**src/rtl/fp_normalizer_if.sv**
```systemverilog
// Handshake and data bundle for fp_normalizer.
// master: the side that supplies adder results and consumes normalized ones.
// slave:  the normalizer itself.
interface fp_normalizer_if;
  logic        in_valid;
  logic        in_ready;
  logic        sign_in;
  logic [7:0]  exp_in;
  logic [27:0] mantis_in;
  logic        out_valid;
  logic        out_ready;
  logic        sign_out;
  logic [7:0]  exp_out;
  logic [27:0] mantis_out;
  logic        overflow;

  modport master (
    output in_valid, sign_in, exp_in, mantis_in, out_ready,
    input  in_ready, out_valid, sign_out, exp_out, mantis_out, overflow
  );

  modport slave (
    input  in_valid, sign_in, exp_in, mantis_in, out_ready,
    output in_ready, out_valid, sign_out, exp_out, mantis_out, overflow
  );
endinterface

```
**src/rtl/fp_normalizer.sv**
```systemverilog
// Floating-point post-add normalizer: IDLE -> SHIFT -> DONE -> IDLE.
// Mantissa layout: bit 27 carry, bit 26 hidden bit, bits 2:0 guard/round/sticky.
// Optional macro FP_NORMALIZER_LZC_EN: normalize with a leading-zero count in a
// single SHIFT cycle instead of one bit per cycle. Results are identical.
module fp_normalizer (
  input logic           clk,
  input logic           rst,
  fp_normalizer_if.slave bus
);

  typedef enum logic [1:0] {StIdle, StShift, StDone} state_e;

  state_e      state_q;
  logic        in_ready_q;
  logic        out_valid_q;
  logic        sign_q;
  logic [7:0]  exp_q;
  logic [27:0] mant_q;
  logic        ovf_q;

  // Result of one SHIFT-state edge.
  logic [7:0]  step_exp;
  logic [27:0] step_mant;
  logic        step_ovf;
  logic        step_done;

`ifdef FP_NORMALIZER_LZC_EN
  logic [4:0]  lz;
  logic [7:0]  limit;
  logic [7:0]  sh;

  // Leading zeros above the first set bit of a 27-bit field (27 if all zero).
  function automatic logic [4:0] lzc27(input logic [26:0] v);
    logic [4:0] res;
    logic       found;
    res   = 5'd27;
    found = 1'b0;
    for (int i = 26; i >= 0; i--) begin
      if (!found && v[i]) begin
        res   = 5'(26 - i);
        found = 1'b1;
      end
    end
    return res;
  endfunction
`endif

  // Next working values for the current SHIFT edge.
  always_comb begin
    step_exp  = exp_q;
    step_mant = mant_q;
    step_ovf  = 1'b0;
    step_done = 1'b1;
`ifdef FP_NORMALIZER_LZC_EN
    lz    = lzc27(mant_q[26:0]);
    limit = 8'd0;
    sh    = 8'd0;
`endif
    if (mant_q[27]) begin
      // Carry out: single right shift, dropped bit folds into sticky.
      if (exp_q >= 8'd254) begin
        step_exp  = 8'd255;
        step_mant = 28'd0;
        step_ovf  = 1'b1;
      end else begin
        step_exp  = exp_q + 8'd1;
        step_mant = {1'b0, mant_q[27:2], mant_q[1] | mant_q[0]};
      end
    end else if (mant_q == 28'd0) begin
      step_exp = 8'd0;
    end else if (mant_q[26]) begin
      step_exp = exp_q;
    end else if (exp_q <= 8'd1) begin
      // No exponent room left: subnormal, mantissa untouched.
      step_exp = 8'd0;
    end else begin
`ifdef FP_NORMALIZER_LZC_EN
      limit     = exp_q - 8'd1;
      sh        = ({3'b000, lz} > limit) ? limit : {3'b000, lz};
      step_mant = mant_q << sh;
      step_exp  = step_mant[26] ? (exp_q - sh) : 8'd0;
`else
      step_mant = {mant_q[26:0], 1'b0};
      step_exp  = exp_q - 8'd1;
      if (step_mant[26]) begin
        step_done = 1'b1;
      end else if (exp_q == 8'd2) begin
        // Reached exp 1 without a hidden bit: report as subnormal.
        step_exp  = 8'd0;
        step_done = 1'b1;
      end else begin
        step_done = 1'b0;
      end
`endif
    end
  end

  // Control FSM with registered handshake and result outputs.
  always_ff @(posedge clk) begin
    if (rst) begin
      state_q     <= StIdle;
      in_ready_q  <= 1'b1;
      out_valid_q <= 1'b0;
      sign_q      <= 1'b0;
      exp_q       <= 8'd0;
      mant_q      <= 28'd0;
      ovf_q       <= 1'b0;
    end else begin
      case (state_q)
        StIdle: begin
          if (bus.in_valid && in_ready_q) begin
            sign_q     <= bus.sign_in;
            exp_q      <= bus.exp_in;
            mant_q     <= bus.mantis_in;
            ovf_q      <= 1'b0;
            in_ready_q <= 1'b0;
            state_q    <= StShift;
          end
        end
        StShift: begin
          exp_q  <= step_exp;
          mant_q <= step_mant;
          ovf_q  <= step_ovf;
          if (step_done) begin
            out_valid_q <= 1'b1;
            state_q     <= StDone;
          end
        end
        StDone: begin
          if (bus.out_ready) begin
            out_valid_q <= 1'b0;
            in_ready_q  <= 1'b1;
            state_q     <= StIdle;
          end
        end
        default: begin
          state_q     <= StIdle;
          in_ready_q  <= 1'b1;
          out_valid_q <= 1'b0;
        end
      endcase
    end
  end

  assign bus.in_ready   = in_ready_q;
  assign bus.out_valid  = out_valid_q;
  assign bus.sign_out   = sign_q;
  assign bus.exp_out    = exp_q;
  assign bus.mantis_out = mant_q;
  assign bus.overflow   = ovf_q;

endmodule

```
**src/flat_wrapper.sv**
```systemverilog
// flat-port wrapper written by rule: the top's interface ports become plain ports
module fp_normalizer_flat 
  (clk, rst, bus_in_valid, bus_sign_in, bus_exp_in, bus_mantis_in, bus_out_ready, bus_in_ready, bus_out_valid, bus_sign_out, bus_exp_out, bus_mantis_out, bus_overflow);
  fp_normalizer_if bus_i ();
  input logic clk;
  input logic rst;
  input wire logic [$bits(bus_i.in_valid)-1:0] bus_in_valid;
  input wire logic [$bits(bus_i.sign_in)-1:0] bus_sign_in;
  input wire logic [$bits(bus_i.exp_in)-1:0] bus_exp_in;
  input wire logic [$bits(bus_i.mantis_in)-1:0] bus_mantis_in;
  input wire logic [$bits(bus_i.out_ready)-1:0] bus_out_ready;
  output wire logic [$bits(bus_i.in_ready)-1:0] bus_in_ready;
  output wire logic [$bits(bus_i.out_valid)-1:0] bus_out_valid;
  output wire logic [$bits(bus_i.sign_out)-1:0] bus_sign_out;
  output wire logic [$bits(bus_i.exp_out)-1:0] bus_exp_out;
  output wire logic [$bits(bus_i.mantis_out)-1:0] bus_mantis_out;
  output wire logic [$bits(bus_i.overflow)-1:0] bus_overflow;
  assign bus_i.in_valid = bus_in_valid;
  assign bus_i.sign_in = bus_sign_in;
  assign bus_i.exp_in = bus_exp_in;
  assign bus_i.mantis_in = bus_mantis_in;
  assign bus_i.out_ready = bus_out_ready;
  assign bus_in_ready = bus_i.in_ready;
  assign bus_out_valid = bus_i.out_valid;
  assign bus_sign_out = bus_i.sign_out;
  assign bus_exp_out = bus_i.exp_out;
  assign bus_mantis_out = bus_i.mantis_out;
  assign bus_overflow = bus_i.overflow;
  fp_normalizer u_core (.clk(clk), .rst(rst), .bus(bus_i));
endmodule
```
**config.mk**
```make
export PLATFORM = sky130hd
export DESIGN_NAME = fp_normalizer_flat
export DESIGN_NICKNAME = d
export VERILOG_FILES = /design/src/rtl/fp_normalizer_if.sv /design/src/rtl/fp_normalizer.sv /design/src/flat_wrapper.sv
export SDC_FILE = /design/constraint.sdc
export NUM_CORES = 1
export LEC_CHECK = 0
export ABC_AREA = 1
export CAP_MARGIN = 20
export CORE_AREA = 2 2 98 100
export CTS_BUF_LIST = sky130_fd_sc_hd__clkbuf_2
export CTS_CLUSTER_DIAMETER = 50
export CTS_CLUSTER_SIZE = 28
export DETAILED_ROUTE_END_ITERATION = 6
export DIE_AREA = 0 0 100 102
export PLACE_DENSITY_LB_ADDON = 0.15
export RECOVER_POWER = 50
export REMOVE_ABC_BUFFERS = 1
export SYNTH_ARGS = -nofsm -noshare
export SYNTH_HDL_FRONTEND = slang
export SYNTH_SLANG_ARGS = --single-unit
```
**constraint.sdc**
```tcl
create_clock -name clk -period 1.8 [get_ports clk]
set_clock_uncertainty 0.05 [all_clocks]
set_input_delay 0.45 -clock clk [delete_from_list [all_inputs] [get_ports clk]]
set_output_delay 0.45 -clock clk [all_outputs]
set_load 0.005 [all_outputs]
```
==> reports/qor.yml <==
outcome: "finished with violations"
violations: "setup timing"
relSlewSlack_pct: 82.2
min_period_ns: 1.85
grt_pass1_wl_um: 16200
stdcell_count: 803
met2_usage_pct: 33.0
drv_cap: 0
startpoint_type: "flop"
ff2ff_path_depth: 9
cts_inserted_buffers: 5
htree_num_levels: 2
fin_nets: 737
worst_setup_hold_path_clk_slew_ns: 0.23
drtPass1Iterations: 5
min_from: "u_core.bus.sign_out$_SDFFE_PP0P_"
fmax_mhz: 541
hold_end: "u_core.bus.sign_out$_SDFFE_PP0P_"
grtUsageTotal_pct: 19.5
whs_path_depth: 2
routedWlPerCell_um: 13.4
worstSkewPairLatency_ns: 0.42
io_pins: 81
antenna_found_initial: 0
wl_um: 10700
p_leak_nw: 2.57
synth_warnings: 0
ys_top_cells_by_area: "dfxtp_1 27%, nand2_1 20%, nor2_1 10%"
dieWidth_um: 100
synth-seq-area-share_pct: 27.0
max-vdd-ir-drop_mv: 0.359
holdWs_ns: 0.412
viasPerCell: 4.73
cts_buffer_depth: 2
n_fill_cell: 952
netlist_instances: 546
clockRootBuffer: "clkbuf_2"
synth_top_cell_area_share_pct: 27.0
ys.flop_type: "dfxtp_1"
initial_core_util_pct: 34.2
synth_common_cells: "166 x nand2_1, 86 x nor2_1, 75 x inv_1, 46 x nand3_1, 42 x dfxtp_1"
grt_util_met3_pct: 3.21
num_rows: 35
cts_tree: "yes"
final_util_pct: 55.1
finalWorstSetupSlack_ns: -0.0470
cp.required_ns: 2.11
hold_path.class: "flop to flop"
worst_pin_slew_ns: 0.266
vias: 3800
r2r_end: "u_core.bus.mantis_out[25]$_SDFFE_PP0P_"
r2r_setup_slack_ns: -0.05
drc: 0
critical_path_peak_fanout: 7
post-place-ws_ns: -0.0526
syn_area_um2: 3120
finalHoldViolations: 0
core_um2: 9110
synth_edf_count: 0
dieArea_um2: 10200
yosysMostFrequentCell: "nand2_1"
drive_above_1_share_pct: 30.3
drt_iter0_drc: 129
cts_sinks: 42
place.gp.congestion: 0.836
end_kind: "flop"
min_period_over_period_pct: 103
dp_hpwl_um: 6640
reg2reg_from: "u_core.bus.mantis_out[5]$_SDFFE_PP0P_"
dp_cells: 740
cts_hold_buf: 0
worst-endpoint-arrival_ns: 2.15
grt_pass1_vias: 3443
antenna_cells: 0
ys_seq_elements: 42
ys_async_sr_fraction_pct: 0
tns_ns: -0.0741
rsz0062_at_grt: "true"
die_y_um: 102
use_met1_pct: 26.4
synth_top_area_cell: "dfxtp_1"
areaGrowthSynthToFinish_pct: 61.0
postSynthAreaPerCell_um2: 5.71
top_usage_layer: "met2"
grt_max_degree: 53
crit_type: "flop to flop"
portBuffers: 80
p_per_area_nw_per_um2: 1080
drv_slew: 0
setup_viol: 4
ant_nets: 0
synth.distinct_cells: 29
overflow: 0
-- layout by cell type, fill, tap and decap left out, types with 2 or more instances in the layout --
| cell | n |
|---|---|
| nand2_1 | 151 |
| nor2_1 | 70 |
| buf_4 | 65 |
| inv_1 | 64 |
| nand3_1 | 42 |
| clkdlybuf4s50_1 | 40 |
| dlygate4sd2_1 | 40 |
| dfxtp_2 | 33 |
| a21oi_1 | 27 |
| o21ai_1 | 16 |
| inv_2 | 15 |
| nor2_4 | 15 |
| nand2_2 | 15 |
| o21ai_2 | 13 |
| nor2_2 | 10 |
| o21ai_0 | 10 |
| nand2_4 | 6 |
| dfxtp_4 | 6 |
| clkbuf_2 | 5 |
| buf_6 | 5 |
| buf_12 | 5 |
| nand3_2 | 4 |
| xor2_1 | 4 |
| nand4_1 | 3 |
| nor3_1 | 3 |
| ha_4 | 3 |
| clkbuf_16 | 3 |
| dfxtp_1 | 3 |
| xnor2_1 | 2 |
-- how the worst max path moves through the flow --
| stage | end | slack (ns) | depth (start not counted) | from |
|---|---|---|---|---|
| 5_1_grt | u_core.bus.mantis_out[25]$_SDFFE_PP0P_ | -0.13 | 9 | u_core.bus.mantis_out[27]$_SDFFE_PP0P_ |
| 3_5_place_dp | u_core.bus.mantis_out[3]$_SDFFE_PP0P_ | -0.05 | 7 | bus_in_valid |
| 6_report | u_core.bus.mantis_out[25]$_SDFFE_PP0P_ | -0.05 | 9 | u_core.bus.mantis_out[5]$_SDFFE_PP0P_ |
| 4_1_cts | u_core.bus.mantis_out[3]$_SDFFE_PP0P_ | 0.01 | 12 | u_core.bus.exp_out[0]$_SDFFE_PP0P_ |
| 3_3_place_gp | u_core.bus.mantis_out[2]$_SDFFE_PP0P_ | -0.01 | 7 | bus_in_valid |
| 2_1_floorplan | u_core.bus.mantis_out[10]$_SDFFE_PP0P_ | -0.70 | 7 | u_core.state_q[1]$_SDFFE_PP0P_ |
-- per-layer routing --
layer / up-vias / share of wire, %
li1: 1983 / -
met3: 7 / 4.2
met5: - / 0
met2: 91 / 47
met4: 0 / 0.76
met1: 1719 / 48
-- repair_timing --
action | 4_1_cts | 5_1_grt
buffers inserted | 29 | 20
resized for setup | 88 | 88
gates cloned | 0 | 8
setup endpoints to repair | 41 | 34
pin swaps | 1 | 31
-- critical path, stage by stage, from the launching register on --
cell	delay, ns
dfxtp_2	0.37
buf_4	0.14
nor2_4	0.10
nand3_2	0.10
nor2_4	0.12
nand4_1	0.20
nand3_4	0.26
clkbuf_16	0.23
o21ai_2	0.06
nor2_1	0.14
-- logic make-up after synthesis --
| family | count (synthesis) | synth area share, % |
|---|---|---|
| and+or+nand+nor | 321 | 43.7 |
| xor gates and xnor gates | 6 | 1.69 |
| buffers and inverters | 102 | 14.2 |
| DFF | 42 | 27.0 |
| adders and majority gates | 4 | 1.61 |
| AOI/OAI and AO/OA | 71 | 11.8 |
-- stage by stage --
step | instance area [um2] | total power [mW]
finish | 5020 | 5.42
floorplan | 2970 | 2.81
CTS | 4470 | 4.73
global route | 5020 | 5.86
global placement | 4160 | 3.93
detailed placement | 4160 | 3.97
-- layout make-up --
type / count / area [um2] / area share [%]
timing repair buffer: 160 / 1490 / 29.7
sequential: 42 / 905 / 18.0
inverter: 79 / 297 / 5.91
tap: 111 / 139 / 2.77
clock buffer: 5 / 25.0 / 0.499
multi-input combinational: 404 / 2130 / 42.5
clock inverter: 2 / 33.8 / 0.673
-- sequential cells by signal, summed over array words and instances, names as in the netlist --
register	flops
u_core.bus.sign_out	1
u_core.bus.out_valid	1
u_core.bus.overflow	1
u_core.state_q	2
u_core.bus.exp_out	8
u_core.bus.mantis_out	28
u_core.bus.in_ready	1
-- power breakdown --
| group | internal, mW | leakage (nW) | total [mW] | switching [mW] |
|---|---|---|---|---|
| clock network | 0.223 | 0.0365 | 0.563 | 0.340 |
| registers | 1.19 | 0.362 | 1.33 | 0.138 |
| logic | 1.61 | 2.17 | 3.53 | 1.92 |
Note: power is estimated with default switching activity, not from simulation.
==> RTL edit 1 (config.mk and constraints unchanged) <==
Encoding of `state_e`: now one-hot (3 bits for 3 states).
--- a/src/rtl/fp_normalizer.sv
+++ b/src/rtl/fp_normalizer.sv
@@ -9,5 +9,5 @@
 );
 
-  typedef enum logic [1:0] {StIdle, StShift, StDone} state_e;
+  typedef enum logic [2:0] {StIdle = 3'b001, StShift = 3'b010, StDone = 3'b100} state_e;
 
   state_e      state_q;
Formal check against the unedited RTL: same outputs for any inputs over 10 cycles, from zero or initial values and one cycle with rst high; not proved beyond that.
==> RTL edit 1 against the unedited design <==
The flow still finishes with violations (setup timing). Area after synthesis up 3.0%. Routed wire length up 8.7%. Total power up 63%. Count of clock-buffer cells in the layout unchanged. Synthesized cell count up 0.92%. Worst setup slack worse by 30 ps. Sequential cell count up 1. Via count up 6.8%. Final area up 5.7%. Largest cell class unchanged.
==> RTL edit 1: results (changes against the unedited design) <==
- Maximum number of pins on one net before global-route repair: 51 (was 53)
- Final worst setup slack: -77.5 ps (was -47.0 ps)
- Least-Margin Pin Slew: 372 ps (was 266 ps)
- Detailed router's first-iteration violation count: 137 (was 129)
- Number of global-route vias before repair: 3847 (was 3443)
- Data arrival time of the worst path: 2170 ps (was 2150 ps)
- Violated checks: setup timing (unchanged)
- Leakage power: 2.64 nW (was 2.57 nW)
- Detailed-route via count: 4060 (was 3800)
- First-pass iteration count of the detailed router: 4 (was 5)
- Per-instance average area after synthesis: 5.83 um^2 (was 5.71 um^2)
- R2r endpoint: u_core.bus.mantis_out[5] (was u_core.bus.mantis_out[25])
- Max rail drop VDD: 0.000606 V (was 0.000359 V)
- Worst flop-to-flop path startpoint: u_core.bus.exp_out[1] (was u_core.bus.mantis_out[5])
- Synthesized-area fraction occupied by adder cells: 1.56% (was 1.61%)
- Sequential element share of the synthesized area: 26.8% (was 27.0%)
- Aggregate global-route resource usage: 23.1% (was 19.5%)
- Number of distinct library cells after synthesis: 34 (was 29)
- Maximum fanout along the worst path: 5 (was 7)
- Slowest library cell on the worst path: sky130_fd_sc_hd__dfxtp_2 (unchanged)
- Ranking of synthesized cells by area: sky130_fd_sc_hd__dfxtp_1 (27%), sky130_fd_sc_hd__nand2_1 (17%), sky130_fd_sc_hd__nand3_1 (11%) (was sky130_fd_sc_hd__dfxtp_1 (27%), sky130_fd_sc_hd__nand2_1 (20%), sky130_fd_sc_hd__nor2_1 (10%))
- HPWL after DPL: 7250 um (was 6640 um)
- XOR/XNOR Fraction of Synth Area: 0.818% (was 1.69%)
- Run status: complete, but fails checks (unchanged)
- Synth cell count leaders: sky130_fd_sc_hd__nand2_1 (146), sky130_fd_sc_hd__inv_1 (70), sky130_fd_sc_hd__nand3_1 (69) (was sky130_fd_sc_hd__nand2_1 (166), sky130_fd_sc_hd__nor2_1 (86), sky130_fd_sc_hd__inv_1 (75))
- Hold Slack: 451 ps (was 412 ps)
- Number of filler cells placed in the layout: 945 (was 952)
- Fraction of the mapped netlist area in compound gates: 11.8% (about the same)
- Final layout net count: 741 (was 737)
- Hold path endpoint: u_core.state_q[2] (was u_core.bus.sign_out)
- Hold Path Origin: u_core.state_q[2] (was u_core.bus.sign_out)
- Class of the tightest hold or removal check: reg2reg (unchanged)
- Clock transition time at the flip-flop clock pins of the worst setup and hold paths: 250 ps (was 230 ps)
- Cell Count Post-Placement: 746 (was 740)
- CTS max path bufs: 2 (unchanged)
- RePlAce Congestion: 0.870 (was 0.836)
- First-pass GRT wire length: 18800 um (was 16200 um)
- Worst r2r path cells: 13 (was 9)
- Fraction of final layout cells sized beyond drive strength 1: 31.3% (was 30.3%)
- Number of endpoints failing setup at the final stage: 21 (was 4)
- Post-Layout Cell Count: 808 (was 803)
## RTL edit 1: logic make-up (layout without fill, tap and decap cells)
kind of cell,Yosys count,count (layout)
XOR/XNOR,3,3
AO/OA/AOI/OAI,72,72
buffers and inverters,110,256
flip-flops,43,43
AND/OR/NAND/NOR,319,319
adder cells (fa/ha/maj),4,4
## RTL edit 1: timing repair
action                                  in CTS  in global routing
buffers inserted                            48                  3
gates cloned                                 8                  0
endpoints found under the setup margin      69                 39
pin swaps                                   22                 31
resized for setup                          171                 62
## RTL edit 1: power by group
| group | switching (mW) | internal (mW) |
|---|---|---|
| registers | 0.263 | 1.41 |
| logic | 3.55 | 3.02 |
| clock network | 0.356 | 0.228 |
| total | 4.17 | 4.66 |
## RTL edit 1: final cells by class
cell class | instances | share of cell area (%)
inverters | 82 | 6.11
repair buffers | 166 | 31.1
well taps | 111 | 2.62
clock buffers | 5 | 0.472
multi-input cells | 398 | 41.6
clock inverters | 3 | 0.731
flip-flops and latches | 43 | 17.3
## RTL edit 1: how the worst max path moves through the flow
stage                                            to                   from  slack, ps  cells after the start
final                      u_core.bus.mantis_out[5]  u_core.bus.exp_out[1]        -80                     13
after floorplan            u_core.bus.mantis_out[0]      u_core.state_q[0]       -710                      8
after global placement        u_core.bus.exp_out[5]           bus_in_valid        -60                      7
after detailed placement      u_core.bus.exp_out[7]           bus_in_valid        -90                      7
after global routing      u_core.bus.mantis_out[24]  u_core.bus.exp_out[1]       -180                     14
after CTS                  u_core.bus.mantis_out[8]  u_core.bus.exp_out[1]       -110                     13
## RTL edit 1: stage by stage
stage | TNS [ps] | setup WS, ps | cell area [um^2]
final | -1170 | -77.5 | 5300
after global routing | -4390 | -181 | 5300
after CTS | -1620 | -106 | 5150
after detailed placement | -2070 | -90.5 | 4240
after global placement | -1070 | -58.7 | 4240
after floorplan | -21450 | -709 | 3040
## RTL edit 1: worst max-delay path, delay by kind of cell (launching register included)
family          cells  cell delay, ps
simple gates        5             430
fa+ha+maj           1             160
compound gates      2             250
flops               1             400
buf+inv             5             510
## RTL edit 1: layer usage
metal	routed length (um)	up-vias	share of wire, %	track usage (%)
met4	247	0	2.1	8.64
met3	497	19	4.3	3.35
met1	5300	1880	45	30.3
met2	5640	105	48	38.9
met5	0	-	0	0
li1	-	2056	-	-
==> RTL edit 2 (same flow settings) <==
Made on the original files. The option `FP_NORMALIZER_LZC_EN` is turned on by a define.
--- a/src/rtl/fp_normalizer.sv
+++ b/src/rtl/fp_normalizer.sv
@@ -3,4 +3,6 @@
 // Optional macro FP_NORMALIZER_LZC_EN: normalize with a leading-zero count in a
 // single SHIFT cycle instead of one bit per cycle. Results are identical.
+`define FP_NORMALIZER_LZC_EN
+
 module fp_normalizer (
   input logic           clk,
Function: changed (a bounded check fails within 4 cycles, from zero or initial values and one cycle with rst high).
==> RTL edit 2 against the unedited design <==
The run now fails in global routing. Area after synthesis increased by 60%. Synthesized cell count up 59%.
==> RTL edit 2: results (changes against the unedited design) <==
- Run status: stopped before the end (was complete, but fails checks)
- Last stage reached: global routing
- Error that stopped the run: [ERROR GRT-0232] Routing congestion too high. Check the congestion heatmap in the GUI.
- Cell Count Post-Placement: 1188 (was 740)
- Sequential element share of the synthesized area: 16.9% (was 27.0%)
- Grt ovf: about 980
- Ys Warns: 0 (unchanged)
- Kind of the worst endpoint: register data pin
- Maximum number of pins on one net before global-route repair: 44
- CTS max path bufs: 2 (unchanged)
- TritonCTS Buffers: 5 (unchanged)
- H-Tree Level Count: 2 (unchanged)
- Cell area after placement: 0.00706 mm^2 (was 0.00416 mm^2)
- Root buffer selected by CTS: sky130_fd_sc_hd__clkbuf_2 (unchanged)
- Number of distinct library cells after synthesis: 51 (was 29)
- Worst_ep grt: u_core.bus.exp_out[6]$_SDFFE_PP0P_/D
- Number of storage elements in the synthesis netlist: 42 (unchanged)
- Async set-or-reset flop fraction in the synthesized netlist: 0% (unchanged)
- Synth Cell Area: 0.00499 mm^2 (was 0.00312 mm^2)
- Synth Instances: 868 (was 546)
- HPWL after DPL: 16300 um (was 6640 um)
- Synth cell count leaders: sky130_fd_sc_hd__nand2_1 (226), sky130_fd_sc_hd__nor2_1 (109), sky130_fd_sc_hd__nand3_1 (95) (was sky130_fd_sc_hd__nand2_1 (166), sky130_fd_sc_hd__nor2_1 (86), sky130_fd_sc_hd__inv_1 (75))
- Synth Flop Type: sky130_fd_sc_hd__dfxtp_1 (unchanged)
- Aggregate global-route resource usage: 96.2%
- RePlAce Congestion: 1.09 (was 0.836)
- Port Buffers: 80 (unchanged)
- Ranking of synthesized cells by area: sky130_fd_sc_hd__nand2_1 (17%), sky130_fd_sc_hd__dfxtp_1 (17%), sky130_fd_sc_hd__nand3_1 (9.5%) (was sky130_fd_sc_hd__dfxtp_1 (27%), sky130_fd_sc_hd__nand2_1 (20%), sky130_fd_sc_hd__nor2_1 (10%))
- Placement-stage worst setup slack: -2750 ps (was -52.6 ps)
RTL edit 2: cell types whose count changed after synthesis, moves of 21 or more:
cell	unedited run	this run
sky130_fd_sc_hd__nor2_1	86	109
sky130_fd_sc_hd__nand3_1	46	95
sky130_fd_sc_hd__clkbuf_1	9	30
sky130_fd_sc_hd__a21oi_1	28	62
sky130_fd_sc_hd__nand2_1	166	226
sky130_fd_sc_hd__o21ai_0	13	63
sky130_fd_sc_hd__o211ai_1	0	26
RTL edit 2: cell families after synthesis:
group,share of synthesized area (%)
and+or+nand+nor,45.2
AOI/OAI and AO/OA,22.0
other,0.0752
DFF,16.9
muxes,0.201
adders and majority gates,4.42
buffers and inverters,9.53
xor gates and xnor gates,1.76
RTL edit 2: routing by layer:
metal	GRT usage, %	GRT overflow
met1	81.5	9
met3	64.4	4
met2	137	757
met5	27.4	0
met4	116	208
RTL edit 2: timing repair:
item,CTS
gates resized for setup,295
endpoints found under the setup margin,76
pin swaps,64
buffers inserted,45
cloned,3
